**config.mk**
```make
export PLATFORM = sky130hd
export DESIGN_NAME = td4_reg_display
export DESIGN_NICKNAME = d
export VERILOG_FILES = /design/src/rtl/td4_disp_pkg.sv /design/src/rtl/td4_hex2ascii.sv /design/src/rtl/td4_reg_display.sv
export SDC_FILE = /design/constraint.sdc
export NUM_CORES = 1
export LEC_CHECK = 0
export BUFFER_PORTS_ARGS = -buffer_cell sky130_fd_sc_hd__buf_2
export CORE_UTILIZATION = 63
export DETAILED_ROUTE_END_ITERATION = 6
export GPL_ROUTABILITY_DRIVEN = 0
export MAX_ROUTING_LAYER = met4
export PLACE_DENSITY = 0.83
export SLEW_MARGIN = 10
export SYNTH_ARGS = -nofsm -noshare
export SYNTH_HDL_FRONTEND = slang
export SYNTH_HIERARCHICAL = 1
export SYNTH_SLANG_ARGS = --single-unit
```
**constraint.sdc**
```tcl
create_clock -name CLOCK -period 6 [get_ports CLOCK]
set_clock_uncertainty 0.05 [all_clocks]
set_input_delay 0.6 -clock CLOCK [delete_from_list [all_inputs] [get_ports CLOCK]]
set_output_delay 0.6 -clock CLOCK [all_outputs]
set_load 0.03 [all_outputs]
```
**src/rtl/td4_disp_pkg.sv**
```systemverilog
// Shared types and constants for the TD4 register-display scanner.
package td4_disp_pkg;

    typedef enum logic [1:0] {
        ST_SEL,
        ST_CAP,
        ST_EMIT,
        ST_IDLE
    } state_t;

    localparam int NUM_FIELDS      = 6;
    localparam int FIELDS_PER_LINE = 3;

    localparam logic [6:0] LINE0_BASE = 7'h00;
    localparam logic [6:0] LINE1_BASE = 7'h40;

    localparam logic [7:0] SPACE_CODE = 8'h20;

    localparam logic [7:0] LBL_PC  = 8'h50;
    localparam logic [7:0] LBL_A   = 8'h41;
    localparam logic [7:0] LBL_B   = 8'h42;
    localparam logic [7:0] LBL_C   = 8'h43;
    localparam logic [7:0] LBL_OUT = 8'h4F;
    localparam logic [7:0] LBL_IN  = 8'h49;

    function automatic logic [7:0] label_char(input logic [2:0] fld);
        case (fld)
            3'd0:    label_char = LBL_PC;
            3'd1:    label_char = LBL_A;
            3'd2:    label_char = LBL_B;
            3'd3:    label_char = LBL_C;
            3'd4:    label_char = LBL_OUT;
            default: label_char = LBL_IN;
        endcase
    endfunction

endpackage

```
**src/rtl/td4_hex2ascii.sv**
```systemverilog
// Combinational nibble to uppercase ASCII hex digit.
module td4_hex2ascii (
    input  logic [3:0] nib,
    output logic [7:0] code
);

    always_comb begin
        if (nib < 4'd10) code = 8'h30 + {4'h0, nib};
        else             code = 8'h37 + {4'h0, nib};
    end

endmodule

```
**src/rtl/td4_reg_display.sv**
```systemverilog
// Scans the TD4 debug mux (PC, A, B, C, OUT, IN) and writes hex fields to the LCD.
// Define TD4_DISP_LABEL_EN to prefix each field with a one-letter label.
module td4_reg_display
    import td4_disp_pkg::*;
#(
    parameter int REFRESH_DIV = 1000000
) (
    input  logic       CLOCK,
    input  logic       RESET,
    output logic [2:0] regsel,
    input  logic [7:0] regdat,
    output logic       char_valid,
    input  logic       char_ready,
    output logic [6:0] char_addr,
    output logic [7:0] char_code,
    output logic       frame_done
);

`ifdef TD4_DISP_LABEL_EN
    localparam int FIELD_W = 4;
`else
    localparam int FIELD_W = 3;
`endif
    localparam logic [1:0] LAST_IDX   = 2'(FIELD_W - 1);
    localparam logic [2:0] LAST_FIELD = 3'(NUM_FIELDS - 1);
    localparam logic [2:0] LINE_SPLIT = 3'(FIELDS_PER_LINE);

    state_t      state, state_nx;
    logic [2:0]  k;
    logic [1:0]  idx;
    logic [7:0]  cap;
    logic [23:0] idle_cnt;
    logic [7:0]  hi_code, lo_code;
    logic        accept, last_chr, idle_done, line1;
    logic [2:0]  slot;

    td4_hex2ascii u_hi (.nib(cap[7:4]), .code(hi_code));
    td4_hex2ascii u_lo (.nib(cap[3:0]), .code(lo_code));

    assign accept    = char_valid & char_ready;
    assign last_chr  = (idx == LAST_IDX);
    assign idle_done = (idle_cnt == 24'(REFRESH_DIV - 1));

    always_ff @(posedge CLOCK) begin
        if (RESET) begin
            state    <= ST_SEL;
            k        <= '0;
            idx      <= '0;
            cap      <= '0;
            idle_cnt <= '0;
            regsel   <= '0;
        end else begin
            state <= state_nx;
            case (state)
                ST_SEL: regsel <= k;
                ST_CAP: begin
                    cap <= regdat;
                    idx <= '0;
                end
                ST_EMIT: if (accept) begin
                    if (last_chr) begin
                        idx      <= '0;
                        idle_cnt <= '0;
                        k        <= (k == LAST_FIELD) ? 3'd0 : k + 3'd1;
                    end else begin
                        idx <= idx + 2'd1;
                    end
                end
                ST_IDLE: idle_cnt <= idle_cnt + 24'd1;
                default: ;
            endcase
        end
    end

    always_comb begin
        state_nx = state;
        case (state)
            ST_SEL:  state_nx = ST_CAP;
            ST_CAP:  state_nx = ST_EMIT;
            ST_EMIT: if (accept && last_chr)
                         state_nx = (k == LAST_FIELD) ? ST_IDLE : ST_SEL;
            ST_IDLE: if (idle_done) state_nx = ST_SEL;
            default: state_nx = ST_SEL;
        endcase
    end

    // Outputs decode from registered state only, so they hold while stalled.
    assign char_valid = (state == ST_EMIT);
    assign frame_done = (state == ST_IDLE) && (idle_cnt == 24'd0);

    assign line1     = (k >= LINE_SPLIT);
    assign slot      = line1 ? k - LINE_SPLIT : k;
    assign char_addr = (line1 ? LINE1_BASE : LINE0_BASE)
                     + 7'(slot) * 7'(FIELD_W) + 7'(idx);

    always_comb begin
        char_code = SPACE_CODE;
        if (state == ST_EMIT) begin
`ifdef TD4_DISP_LABEL_EN
            case (idx)
                2'd0:    char_code = label_char(k);
                2'd1:    char_code = hi_code;
                2'd2:    char_code = lo_code;
                default: char_code = SPACE_CODE;
            endcase
`else
            case (idx)
                2'd0:    char_code = hi_code;
                2'd1:    char_code = lo_code;
                default: char_code = SPACE_CODE;
            endcase
`endif
        end
    end

endmodule

```
Word-level counts from Yosys, hierarchy flattened
Index checks and enable logic that the tools add are counted.
{"block": "totals", "regBits": 42, "out_inout_bits": 20, "elab_cells": 60}
{"block": "op_classes", "addsub": 10, "multipliers": 1, "order_cmp": 3, "eq_ne": 11, "n_mux": 17, "bitwise_logic": 1, "n_reduce_logical": 11}
{"cell": "2-to-1 mux 24 bit", "n": 2}
{"cell": "case mux 24 bit (2 select lines)", "n": 1}
{"cell": "adder 6 x 4 -> 7 bit, first input constant", "n": 4}
{"cell": "adder 24 x 1 -> 24 bit, second input constant", "n": 1}
{"cell": "equality test 24 x 20 -> 1 bit, second input constant", "n": 1}
{"cell": "zero test 24 bit", "n": 1}
{"cell": "2-to-1 mux 8 bit", "n": 3}
{"cell": "case mux 8 bit (2 select lines)", "n": 1}
{"cell": "2-to-1 mux 2 bit", "n": 5}
{"cell": "< comparator 4 bit, second input constant", "n": 2}
{"cell": "case mux 2 bit (4 select lines)", "n": 1}
{"cell": "adder 7 x 2 -> 7 bit", "n": 1}
{"cell": "adder 7 x 5 -> 7 bit", "n": 1}
{"cell": "2-to-1 mux 7 bit", "n": 1}
{"cell": "equality test 2 bit, second input constant", "n": 3}
{"cell": "2-to-1 mux 3 bit", "n": 2}
{"cell": "inequality test 2 x 1 -> 1 bit, second input constant", "n": 3}
{"cell": "AND reduction 3 bit", "n": 2}
{"cell": "multiplier 3 x 2 -> 5 bit, second input constant", "n": 1}
{"cell": "equality test 2 x 1 -> 1 bit, second input constant", "n": 2}
{"cell": "zero test 2 bit", "n": 2}
{"cell": "case mux 2 bit (2 select lines)", "n": 1}
{"cell": "AND reduction 2 bit", "n": 2}
{"cell": "nonzero test 2 bit", "n": 2}
{"cell": "8 further kinds", "n": 9}

Logic depth before layout (Yosys ltp)
Gate-level depths: netlist of run 1.
{"block": "logic_depth", "depth_word": 5, "ltp_mapped": 12}

Cells and area by module
The synthesis of run 1 kept the hierarchy.
{"module": "td4_reg_display", "instances": 1, "cells_each": 296, "area_each_um2": 2367.3}
{"module": "td4_hex2ascii", "instances": 2, "cells_each": 16, "area_each_um2": 105.1}

Least setup slack after synthesis of run 1
Ideal clock, no wire load.
{"block": "synth_timing", "path_kind": "register to output", "startpoint": "register k[1]", "endpoint": "output port char_addr[3]", "arrival_ns": 2.673, "path_slack_ns": 2.677, "path_stages_with_launch": 11, "path_buffers": 0, "cell_sequence": "dfxtp_1 ha_1 ha_1 nor2_1 nor2b_1 a211oi_1 a31oi_1 ha_1 ha_1 fa_1 xnor2_1"}
{"block": "synth_via", "elab_chain_cells": 5, "elab_cells_between_ends": 6}
{"element": "start, declared", "line": "td4_reg_display.sv:29", "rtl": "logic [2:0] k;"}
{"element": "start signal, assigned", "line": "td4_reg_display.sv:64", "rtl": "k <= (k == LAST_FIELD) ? 3'd0 : k + 3'd1;"}
{"element": "subtractor 3 x 2 -> 3 bit / >= comparator 3 x 2 -> 1 bit (equally long branches)", "line": "td4_reg_display.sv:92, td4_reg_display.sv:91"}
{"element": "2-to-1 mux 3 bit (*)", "line": "td4_reg_display.sv:92", "rtl": "assign slot = line1 ? k - LINE_SPLIT : k;"}
{"element": "multiplier 3 x 2 -> 5 bit (*)", "line": "td4_reg_display.sv:94", "rtl": "+ 7'(slot) * 7'(FIELD_W) + 7'(idx);"}
{"element": "adder 7 x 5 -> 7 bit (*)", "line": "td4_reg_display.sv:94"}
{"element": "adder 7 x 2 -> 7 bit (*)", "line": "td4_reg_display.sv:94"}
{"element": "end, declared", "line": "td4_reg_display.sv:14", "rtl": "output logic [6:0] char_addr,"}
Every way passes the cells marked *; elsewhere a longest branch is shown, timed or not.

Final worst setup path of run 1
{"block": "layout_timing", "startpoint": "register k[0]", "endpoint": "output port char_addr[3]"}
The elaborated chain is that of the path after synthesis.

==> results by group, run 1 <==
Final layout
  • Share of cells above drive strength 1: 0.143
  • Nets: 366
  • Commonest non-fill, non-tap cell in the layout: dfxtp_1
  • Area Growth Syn to Fin: 6.99%
  • Commonest cells after routing, fill and taps aside: dfxtp_1 (42), nand2_1 (41), a21oi_1 (33), buf_2 (28), nor2_1 (21)
  • Antenna Cells: 0

Floorplan
  • Die width: 66.0 um
  • # IOs: 31
  • Core area: 3800 sq um
  • Initial Util: 0.679
  • Die area: 4350 sq um
  • Die H: 66.0 um
  • # rows: 22

Route
  • Via density: 6.02
  • Routed length per instance: 13.7 um
  • Drt first pass iters: 4
  • # DRC: 0
  • Final WL: 5.37 mm
  • Final ANT Viol Nets: 0
  • Iter 0 DRT Violations: 155
  • Vias: 2353

GRT
  • Global-route wire length before repair: 8.98 mm
  • Gr usage total: 0.272
  • Vias in the first global route: 1993
  • Global route overflow: 0
  • Initial antenna violation count: 0
  • Largest net degree at the start of global routing: 47

Clock network
  • Worst-case clock buffer depth: 2
  • Resize count post-CTS: 0
  • CTS root buffer: clkbuf_8
  • Post-CTS Hold Buffers: 0
  • CTS tree: yes
  • Clock sink total: 42
  • # Post-CTS Setup Buffers: 0
  • CTS H-Tree Depth: 2
  • TritonCTS Buffers: 5
  • Worst-path clk slew: 0.07 ns
  • Clk_lat worst skew: 0.29 ns

Critical path
  • Crit. End Element: output port
  • Crit path capture: char_addr[3]
  • Worst r2r src: state[1]
  • Crit path launch: k[0]
  • WP data required: 5.35 ns
  • R2r setup slk: 3.66 ns
  • R2R depth: 4
  • Kind of critical path: reg2out
  • Reg-to-Reg End: idle_cnt[23]
  • CP startpoint kind: register
  • WP data arrival: 3.10 ns
  • CP max FO: 12

Timing
  • Final period demand of the worst path: 3.75 ns
  • FMAX: 0.267 GHz
  • Final Slew Violations: 0
  • Max transition margin: 0.402
  • Fin crit share: 0.625
  • Hold Fails Final Rpt: 0
  • Final setup margin: 2.25 ns
  • RSZ-0062 raised after global routing: no
  • # setup viols final: 0
  • Worst Tran Pin Value: 0.897 ns
  • Fin Setup TNS: 0 ns

Yosys
  • Primary FF master, synth: dfxtp_1
  • Post-synthesis register bit count: 42
  • Synthesized-area fraction occupied by adder cells: 0.0612
  • Top cells by area, synth: dfxtp_1 (33%), a21oi_1 (6.4%), nand2_1 (6.0%)
  • Mux contribution to synthesized area: 0.0636
  • Area share of the largest cell type after synthesis: 0.326
  • Post-synthesis async set-or-reset flop share: 0
  • Main combinational cell family by area after synthesis: simple AND/OR/NAND/NOR gates
  • Synth Area in XOR/XNOR: 0.0102
  • Post-synthesis compound-gate area fraction: 0.183
  • Register area share after synthesis: 0.326
  • Synth Warn #: 6
  • Mapped Nets: 351
  • Unique masters post-synth: 55
  • Mean area per synthesized cell: 7.86 sq um
  • Post-Synthesis Cells: 328
  • Simple-gate share of the synthesized area: 0.295
  • Mapped cell area: 2580 sq um
  • Post-synth EDFFs: 0
  • Yosys top cell by area: dfxtp_1

Run status
  • Status: finished, final reports clean

Placed design
  • Number of port buffers: 28
  • Hpwl dp: 3.80 mm
  • Worst slack, placed: 2.58 ns

Worst hold path
  • Min-Delay Path Class: reg2reg

Job
  • Max cap viols: 0

Pwr
  • Leakage Power: 1.03 nW
  • Max VDD drop: 0.167 mV
  • Total power: 566 uW
  • Cell Pwr Density: 205 nW/um^2
==> final cells by class <==
class | instances | area, sq um
multi-input combinational | 253 | 1590
fill | 322 | 1040
sequential | 42 | 841
timing repair buffer | 28 | 140
clock buffer | 7 | 76.3
tap | 48 | 60.1
inverter | 13 | 48.8
==> Yosys cell counts (3+ instances only) <==
cell / number
mux2i_1: 13
nand3_1: 13
nand2_1: 41
a211oi_1: 3
and2_1: 3
o211ai_1: 5
or3_1: 4
o31ai_1: 4
clkbuf_1: 9
or2_2: 6
buf_1: 4
o21ai_0: 10
nor4_1: 7
o41ai_1: 4
nand4_1: 7
o21ai_1: 3
conb_1: 3
nor2b_1: 7
xnor2_1: 3
buf_4: 5
nor2_1: 21
inv_1: 13
nand2b_1: 5
or4_1: 6
nor3b_1: 3
dfxtp_1: 42
ha_1: 11
nand2_2: 3
a21oi_1: 33
a31oi_1: 4
==> per-stage QoR <==
| stage | cells | cell area [sq um] | utilization | hold WS (ns) |
|---|---|---|---|---|
| final | 391 | 2760 | 0.726 | 0.431 |
| after CTS | 391 | 2760 | 0.726 | 0.431 |
| after floorplan | 328 | 2580 | - | 0.405 |
| after global routing | 391 | 2760 | 0.726 | 0.466 |
| after detailed placement | 384 | 2680 | 0.706 | 0.421 |
| after global placement | 384 | 2680 | 0.706 | 0.415 |
==> critical path, stage by stage, from the launching register on <==
cell	delay, ns
dfxtp_1	0.42
ha_1	0.25
ha_1	0.17
nor2_1	0.27
nor2b_1	0.08
a211oi_1	0.25
a31oi_1	0.07
ha_1	0.30
ha_1	0.24
fa_1	0.39
xnor2_1	0.15
buf_2	0.21
==> state kept, by name, summed over array words and instances, names as in the netlist <==
name,count
cap,8
idle_cnt,24
idx,2
k,3
regsel,3
state,2
==> power by group <==
part	total [mW]	internal [mW]	switching, mW	leakage (nW)
Sequential	0.309	0.288	0.0218	0.340
Clock	0.171	0.0802	0.0907	0.0383
Combinational	0.0856	0.0320	0.0536	0.652
==> worst min-delay path by stage <==
stage / start / slack, ns / cells after the start / endpoint
2_1_floorplan: idle_cnt[20] / 0.41 / 2 / idle_cnt[20]
3_3_place_gp: regsel[0] / 0.41 / 2 / regsel[0]
3_5_place_dp: regsel[2] / 0.42 / 2 / regsel[2]
4_1_cts: regsel[2] / 0.43 / 2 / regsel[2]
5_1_grt: idle_cnt[22] / 0.47 / 2 / idle_cnt[22]
6_report: regsel[1] / 0.43 / 2 / regsel[1]
==> metal layers <==
layer	track usage	part of all wire	vias up	wire length, um
met3	0.0655	0.043	9	233
met1	0.346	0.47	1090	2500
met4	0.0638	0.0097	0	52
met5	-	0	-	0
li1	-	-	1204	-
met2	0.438	0.48	50	2580
==> logic make-up (layout without fill, tap and decap cells) <==
logic type | after synthesis | after routing
multiplexers | 16 | 16
flip-flops | 42 | 42
AO/OA/AOI/OAI | 77 | 77
AND/OR/NAND/NOR | 142 | 142
adder cells (fa/ha/maj) | 12 | 12
buffers and inverters | 33 | 48
other | 3 | 3
XOR/XNOR | 3 | 3
Note: power is estimated with default switching activity, not from simulation.
==> run 2, diff against run 1 <==
- CORE_UTILIZATION: 63 -> 52
- PLACE_DENSITY: 0.83 -> 0.73
- clock period: 6 -> 3.1 ns (I/O delays scaled with it)
==> results by group, run 2 (synthesized netlist as in run 1, its figures left out) <==
Route
  • Final WL: 5.63 mm (+4.9%)
  • Vias: 2365 (+0.51%)
  • Drt first pass iters: 4 (unchanged)
  • # DRC: 0 (unchanged)
  • Routed length per instance: 13.5 um (-1.9%)
  • Iter 0 DRT Violations: 95 (-39%)
  • Final ANT Viol Nets: 0 (unchanged)
  • Via density: 5.66 (-6.0%)

Final layout
  • Area Growth Syn to Fin: 13.1%
  • Commonest non-fill, non-tap cell in the layout: nand2_1
  • Antenna Cells: 0 (unchanged)
  • Top reg by flops: idle_cnt
  • Largest regs: idle_cnt (24), cap (8)
  • Nets: 373 (+1.9%)
  • Share of cells above drive strength 1: 0.191 (+0.0480)
  • Design Area, Final: 2910 sq um (+5.7%)
  • Max reg flops: 24 (unchanged)
  • Commonest cells after routing, fill and taps aside: nand2_1 (41), dfxtp_1 (39), a21oi_1 (33), buf_2 (26), nor2_1 (20)

Floorplan
  • Die area: 5240 sq um (+20%)
  • Die width: 72.4 um (+9.8%)
  • Die H: 72.4 um (+9.8%)
  • Initial Util: 0.542 (-0.136)
  • Core area: 4750 sq um (+25%)
  • # IOs: 31 (unchanged)
  • # rows: 25 (+14%)

Pwr
  • Cell Pwr Density: 408 nW/um^2 (+99%)
  • Leakage Power: 1.07 nW (+4.3%)
  • Max VDD drop: 0.287 mV (+72%)

Critical path
  • WP data required: 2.74 ns (-2.61 ns)
  • CP startpoint kind: register
  • Kind of critical path: reg2out
  • Crit. End Element: output port
  • WP data arrival: 2.68 ns (-0.42 ns)
  • CP max FO: 6 (-6)

GRT
  • Vias in the first global route: 2088 (+4.8%)
  • Largest net degree at the start of global routing: 47 (unchanged)
  • Gr usage total: 0.229 (-0.0438)
  • Global-route wire length before repair: 9.26 mm (+3.2%)
  • Initial antenna violation count: 0 (unchanged)
  • Global route overflow: 0 (unchanged)

Clock network
  • CTS H-Tree Depth: 2 (unchanged)
  • Clk_lat worst skew: 0.29 ns (about the same)
  • Worst-case clock buffer depth: 2 (unchanged)
  • CTS root buffer: clkbuf_8
  • CTS tree: yes
  • Worst-path clk slew: 0.08 ns (about the same)
  • Clock sink total: 42 (unchanged)
  • TritonCTS Buffers: 5 (unchanged)

Timing
  • FMAX: 0.329 GHz
  • Worst hold slack: 0.197 ns (-0.234 ns)
  • Final period demand of the worst path: 3.04 ns
  • Max transition margin: 0.463 (+0.0614)
  • # setup viols final: 0 (unchanged)
  • Fin crit share: 0.982
  • Worst Tran Pin Value: 0.805 ns (-0.0921 ns)
  • Hold Fails Final Rpt: 0 (unchanged)
  • Final Slew Violations: 0 (unchanged)

Placed design
  • Number of port buffers: 28 (unchanged)
  • Placed instance area: 2720 sq um (+1.4%)
  • Hpwl dp: 3.87 mm (+1.8%)

Job
  • Max cap viols: 0 (unchanged)

Run status
  • Status: finished, final reports clean

Worst hold path
  • Min-Delay Path Class: in2reg
## run 2: cell types whose count changed in the layout (fill, tap and decap cells not counted), moves of 2 or more
cell and delta:
buf_2 -2, buf_4 +7, dfxtp_1 -3, dfxtp_2 +2, ha_1 -4, ha_2 +3
## run 2: where the power goes
| group | internal [mW] | switching (mW) | total, mW | leakage [nW] |
|---|---|---|---|---|
| registers | 0.556 | 0.0422 | 0.598 | 0.342 |
| logic | 0.0630 | 0.105 | 0.168 | 0.680 |
| clock network | 0.241 | 0.183 | 0.424 | 0.0524 |
## run 2: path summary, 6_finish.rpt
check / end / startpoint / slack (ns) / cells past startpoint
worst max-delay path: char_addr[2] / k[1] / 0.06 / 10
worst min-delay path: cap[3] / regdat[3] / 0.20 / 3
worst max register to register: idle_cnt[23] / state[1] / 0.78 / 4
worst min register to register: regsel[1] / regsel[1] / 0.44 / 2
## run 2: metrics by stage
step / util / setup TNS, ns / setup WS [ns] / cells / power [mW]
floorplan: - / 0 / 0.0670 / 328 / 0.738
global placement: 0.572 / 0 / 0.183 / 405 / 0.773
detailed placement: 0.572 / 0 / 0.118 / 405 / 0.779
CTS: 0.603 / 0 / 0.0160 / 415 / 1.20
global route: 0.613 / -0.0537 / -0.0329 / 418 / 1.24
finish: 0.613 / 0 / 0.0561 / 418 / 1.19
## run 2: cell type report
class | instances | area [sq um]
Fill cell | 468 | 1840
Multi-Input combinational cell | 253 | 1630
Sequential cell | 42 | 847
Timing Repair Buffer | 35 | 201
Tap cell | 67 | 83.8
Clock buffer | 7 | 76.3
Inverter | 13 | 48.8
Clock inverter | 1 | 30.0
## run 2: worst max-delay path, stage by stage, from the launching register on
cell and delay, ns:
dfxtp_4 0.38, ha_2 0.17, ha_2 0.19, nor2_4 0.05, buf_4 0.13, a211oi_2 0.20
a31oi_1 0.06, ha_1 0.30, ha_2 0.19, fa_2 0.53, clkbuf_4 0.19
## run 2: layer usage
layer  vias to the layer above  wire (um)  GRT usage
met5                         -          0          -
met4                         0         66     0.0719
met3                         7        195     0.0333
met2                        39       2710      0.391
met1                      1095       2660      0.277
li1                       1224          -          -
## run 2: repair_timing
| item | CTS | global route |
|---|---|---|
| buffers inserted | 2 | 3 |
| pin swaps | 3 | 6 |
| endpoints found under the setup margin | 2 | 2 |
| gates resized for setup | 7 | 8 |
| hold buffers | 0 | 0 |
